<file path="src/rtl/systolic_pkg.sv">
// Shared definitions for the systolic MAC array and its edge feeders.
package systolic_pkg;

  localparam int LANES_DEF = 4;
  localparam int WIDTH_DEF = 8;

  typedef enum logic [1:0] {
    IDLE   = 2'd0,
    STREAM = 2'd1,
    DRAIN  = 2'd2
  } feeder_state_e;

endpackage

</file>
<file path="src/rtl/skew_lane.sv">
// One feeder lane: an enabled shift chain of STAGES registers carrying {first, valid, data}.
module skew_lane #(
  parameter int STAGES = 1,
  parameter int WIDTH  = 8
) (
  input  logic             clk,
  input  logic             rst_n,
  input  logic             en,
  input  logic [WIDTH-1:0] in_data,
  input  logic             in_valid,
  input  logic             in_first,
  output logic [WIDTH-1:0] out_data,
  output logic             out_valid,
  output logic             out_first
);

  logic [STAGES-1:0][WIDTH+1:0] chain;

  always_ff @(posedge clk) begin
    if (!rst_n) begin
      chain <= '0;
    end else if (en) begin
      chain[0] <= {in_first, in_valid, in_data};
      for (int k = 1; k < STAGES; k++) chain[k] <= chain[k-1];
    end
  end

  assign {out_first, out_valid, out_data} = chain[STAGES-1];

endmodule

</file>
<file path="src/rtl/skew_feeder.sv">
// Array edge feeder: accepts one vector per cycle and emits it diagonally skewed,
// lane i delayed i+1 cycles, with tile tracking and a drain phase after the last vector.
module skew_feeder
  import systolic_pkg::*;
#(
  parameter int LANES = LANES_DEF,
  parameter int WIDTH = WIDTH_DEF
) (
  input  logic                   clk,
  input  logic                   rst_n,
  input  logic                   array_en,
  input  logic                   in_valid,
  output logic                   in_ready,
  input  logic [LANES*WIDTH-1:0] in_data,
  input  logic                   in_last,
  output logic [LANES*WIDTH-1:0] out_data,
  output logic [LANES-1:0]       out_valid,
  output logic [LANES-1:0]       out_first,
  output logic                   tile_done,
  output logic                   busy
);

  localparam int CW = $clog2(LANES);

  feeder_state_e               state, state_nxt;
  logic [CW-1:0]               drain_cnt, cnt_nxt;
  logic                        accept;
  logic [LANES-1:0][WIDTH-1:0] lane_in;
  logic                        first_in;

  assign in_ready = array_en && (state != DRAIN);
  assign accept   = in_valid && in_ready;
  assign busy     = (state != IDLE);
  // Unaccepted cycles inject zeroed bubbles so holes stay clean downstream.
  assign lane_in  = accept ? in_data : '0;
  assign first_in = accept && (state == IDLE);

  always_comb begin
    state_nxt = state;
    cnt_nxt   = drain_cnt;
    tile_done = 1'b0;
    if (array_en) begin
      case (state)
        IDLE, STREAM: begin
          if (accept && in_last) begin
            state_nxt = DRAIN;
            cnt_nxt   = CW'(LANES - 1);
          end else if (accept) begin
            state_nxt = STREAM;
          end
        end
        DRAIN: begin
          // Count reaches zero exactly when the last vector exits lane LANES-1.
          if (drain_cnt == '0) begin
            tile_done = 1'b1;
            state_nxt = IDLE;
          end else begin
            cnt_nxt = drain_cnt - CW'(1);
          end
        end
        default: state_nxt = IDLE;
      endcase
    end
  end

  always_ff @(posedge clk) begin
    if (!rst_n) begin
      state     <= IDLE;
      drain_cnt <= '0;
    end else begin
      state     <= state_nxt;
      drain_cnt <= cnt_nxt;
    end
  end

  for (genvar gi = 0; gi < LANES; gi++) begin : g_lane
    skew_lane #(
      .STAGES(gi + 1),
      .WIDTH (WIDTH)
    ) u_lane (
      .clk      (clk),
      .rst_n    (rst_n),
      .en       (array_en),
      .in_data  (lane_in[gi]),
      .in_valid (accept),
      .in_first (first_in),
      .out_data (out_data[gi*WIDTH +: WIDTH]),
      .out_valid(out_valid[gi]),
      .out_first(out_first[gi])
    );
  end

endmodule

</file>
<file path="config.mk">
export PLATFORM = sky130hd
export DESIGN_NAME = skew_feeder
export DESIGN_NICKNAME = d
export VERILOG_FILES = /design/src/rtl/systolic_pkg.sv /design/src/rtl/skew_lane.sv /design/src/rtl/skew_feeder.sv
export SDC_FILE = /design/constraint.sdc
export NUM_CORES = 1
export LEC_CHECK = 0
export CORE_MARGIN = 2
export CORE_UTILIZATION = 47
export CTS_BUF_LIST = sky130_fd_sc_hd__clkbuf_4 sky130_fd_sc_hd__clkbuf_8
export DETAILED_ROUTE_END_ITERATION = 10
export PLACE_DENSITY = 0.9
export SLEW_MARGIN = 40
export SYNTH_ARGS = -nofsm -noshare
export SYNTH_HDL_FRONTEND = slang
export SYNTH_SLANG_ARGS = --single-unit
</file>
<file path="constraint.sdc">
create_clock -name clk -period 1.25 [get_ports clk]
set_input_delay 0.3125 -clock clk [delete_from_list [all_inputs] [get_ports clk]]
set_output_delay 0.3125 -clock clk [all_outputs]
set_load 0.01 [all_outputs]
</file>
==> flow_metrics.py <==
metrics = {
    "timing": {
        "fin_ws_ns": -0.228,
        "max_freq_mhz": 677,
        "drv_slew": 0,
        "min_period_over_period_pct": 118,
        "setup-violations-final": 16,
        "fin_tns_setup_ns": -1.08,
        "period_needed_ns": 1.48,
        "hold_ws_ns": 0.329,
        "finalHoldViolCount": 0,
        "slew_headroom_pct": 79.5,
        "tightest_slew_ns": 0.307,
        "rsz0062_at_grt": "yes",
        "fin_worst_skew_ns": 0.0110,
    },
    "placement": {
        "port_buffers": 79,
        "preCtsSetupSlack_ns": -0.339,
        "hpwl_microns": 4870,
        "place_inst": 456,
        "globalplace.congestion": 0.835,
    },
    "grt": {
        "globalRoute.totalOverflow": 0,
        "grt_use_total_pct": 19.3,
        "grt_pass1_vias": 2589,
        "antenna_found_initial": 0,
        "grt_pass1_wl_microns": 12800,
        "grt_start_max_net_pins": 40,
    },
    "outcome": {
        "status": "finished with violations",
        "failed_checks": "setup timing",
    },
    "final_layout": {
        "final_common_cell": "nor2b_1",
        "n_antenna_cell": 0,
        "nets": 419,
        "syn_to_final_growth_pct": 26.2,
        "drive_above_1_share_pct": 36.3,
        "final_core_util_pct": 61.6,
        "final_cells": 485,
        "fillers": 564,
        "layout_common_cells": "56 x nor2b_1, 55 x mux2i_1, 54 x dfxtp_1, 37 x dfxtp_2, 34 x clkdlybuf4s50_1",
    },
    "die": {
        "dieArea_sq_um": 8320,
        "coreArea_sq_um": 7330,
        "dieHeight_microns": 91.2,
        "num_rows": 31,
        "initial_core_util_pct": 48.8,
        "io_pins": 80,
        "die_w_microns": 91.2,
    },
    "route": {
        "detail-route-antenna-nets": 0,
        "avgViaCountPerCell": 5.04,
        "firstDrtPassIters": 4,
        "wire_per_inst_microns": 16.0,
        "drc_errors": 0,
        "dr_total_vias": 2442,
        "routed_wl_microns": 7770,
        "drt-initial-drc-count": 93,
    },
    "run": {
        "drv_cap": 0,
    },
    "synth": {
        "syn_inst": 315,
        "syn-num-nets": 353,
        "ys_seq_area_share_pct": 51.5,
        "ys_ff_latch": 92,
        "dominantRegCellSynth": "dfxtp_1",
        "ys_warn_count": 0,
        "synth_area_leaders": "dfxtp_1 51%, mux2i_1 15%, nor2b_1 10%",
        "synth.top_cell.area_share_pct": 51.5,
        "yosysUniqueCellTypes": 25,
        "syn_area_sq_um": 3580,
        "synth_edf_count": 0,
        "async_flop_share_pct": 0,
        "synth_top_area_cell": "dfxtp_1",
        "synth_area_per_cell_sq_um": 11.4,
    },
    "critical_path": {
        "cp-end-kind": "output port",
        "critPathLaunchType": "flop",
        "arrival_ns": 1.17,
        "cp.required_ns": 0.94,
        "path_max_fanout": 3,
        "critical_path_class": "reg -> out",
    },
    "clock_tree": {
        "hold_buffers": 0,
        "clock_path_buffers": 2,
        "clkSinkCount": 92,
        "root_buffer": "clkbuf_8",
        "clk_pin_slew_ns": 0.09,
        "cts_tree": "done",
        "cts_max_level": 3,
        "numCtsBuffers": 9,
        "clk_latency_ns": 0.36,
    },
    "power": {
        "power.density_nw_per_um2": 1230,
        "ir_drop_uv": 617,
        "power_leakage_nw": 1.95,
    },
    "hold_path": {
        "hold_class": "in -> reg",
    },
}
==> sequential cells by signal, indices dropped and copies added (netlist names) <==
signal                   flops
g_lane.u_lane.chain         60
drain_cnt                    2
g_lane.u_lane.out_valid      2
state                        2
g_lane.u_lane.out_first      2
g_lane.u_lane.out_data      24
==> stage by stage <==
stage / cell area, sq um / power, W
6_report: 4510 / 0.00554
3_3_place_gp: 4270 / 0.00364
3_5_place_dp: 4270 / 0.00365
4_1_cts: 4600 / 0.00557
5_1_grt: 4510 / 0.00573
2_1_floorplan: 3580 / 0.00341
==> critical path, stage by stage, from the launching register on <==
cell	delay, ns
dfxtp_2	0.36
nand2b_4	0.16
and2_1	0.16
buf_2	0.14
==> power by group <==
part,switching (W),leakage [nW],internal (W)
Combinational,0.000240,1.09,0.000332
Clock,0.00113,0.0951,0.000774
Sequential,0.0000482,0.765,0.00301
==> area by class of cell <==
type	instances	area [sq um]	area share, %
clock buffer	9	124	2.74
clock inverter	7	70.1	1.55
inverter	4	15.0	0.333
multi-input combinational	170	1440	31.9
sequential	92	1890	41.9
tap	99	124	2.74
timing repair buffer	104	851	18.9
==> path summary, 6_finish.rpt <==
path,startpoint,end,slack [ns],cells after the start
min reg2reg,g_lane[0].u_lane.chain[7]$_SDFFE_PN0P_,g_lane[0].u_lane.chain[7]$_SDFFE_PN0P_,0.47,1
max reg2reg,drain_cnt[1]$_SDFFE_PN0P_,drain_cnt[1]$_SDFFE_PN0P_,-0.21,7
min,rst_n,g_lane[3].u_lane.chain[8]$_SDFFE_PN0P_,0.33,2
max,state[0]$_SDFFE_PN0P_,in_ready,-0.23,3
==> per-layer routing <==
layer	track usage (%)	routed length (microns)
met2	34.0	3990
met4	7.45	160
met5	0	0
met3	3.32	281
met1	23.4	3330
==> repair_timing <==
action,4_1_cts,5_1_grt
gates resized for setup,171,44
pin swaps,7,4
buffers inserted,4,5
endpoints found under the setup margin,79,63
cloned,5,0
==> logic make-up after synthesis <==
| kind of cell | count (synthesis) | share of synthesized area, % |
|---|---|---|
| DFF | 92 | 51.5 |
| adders and majority gates | 1 | 0.350 |
| muxes | 55 | 15.4 |
| buffers and inverters | 58 | 10.7 |
| and+or+nand+nor | 68 | 12.0 |
| AOI/OAI and AO/OA | 41 | 10.0 |
==> cell usage after synthesis (2+ instances only) <==
cell	count
a22o_1	33
buf_4	33
o211a_1	2
buf_6	4
inv_1	4
dfxtp_1	92
nor2b_1	57
nand2_1	3
nor2_1	2
clkbuf_1	7
mux2i_1	55
buf_2	10
Power figures use the tool's default switching activity.
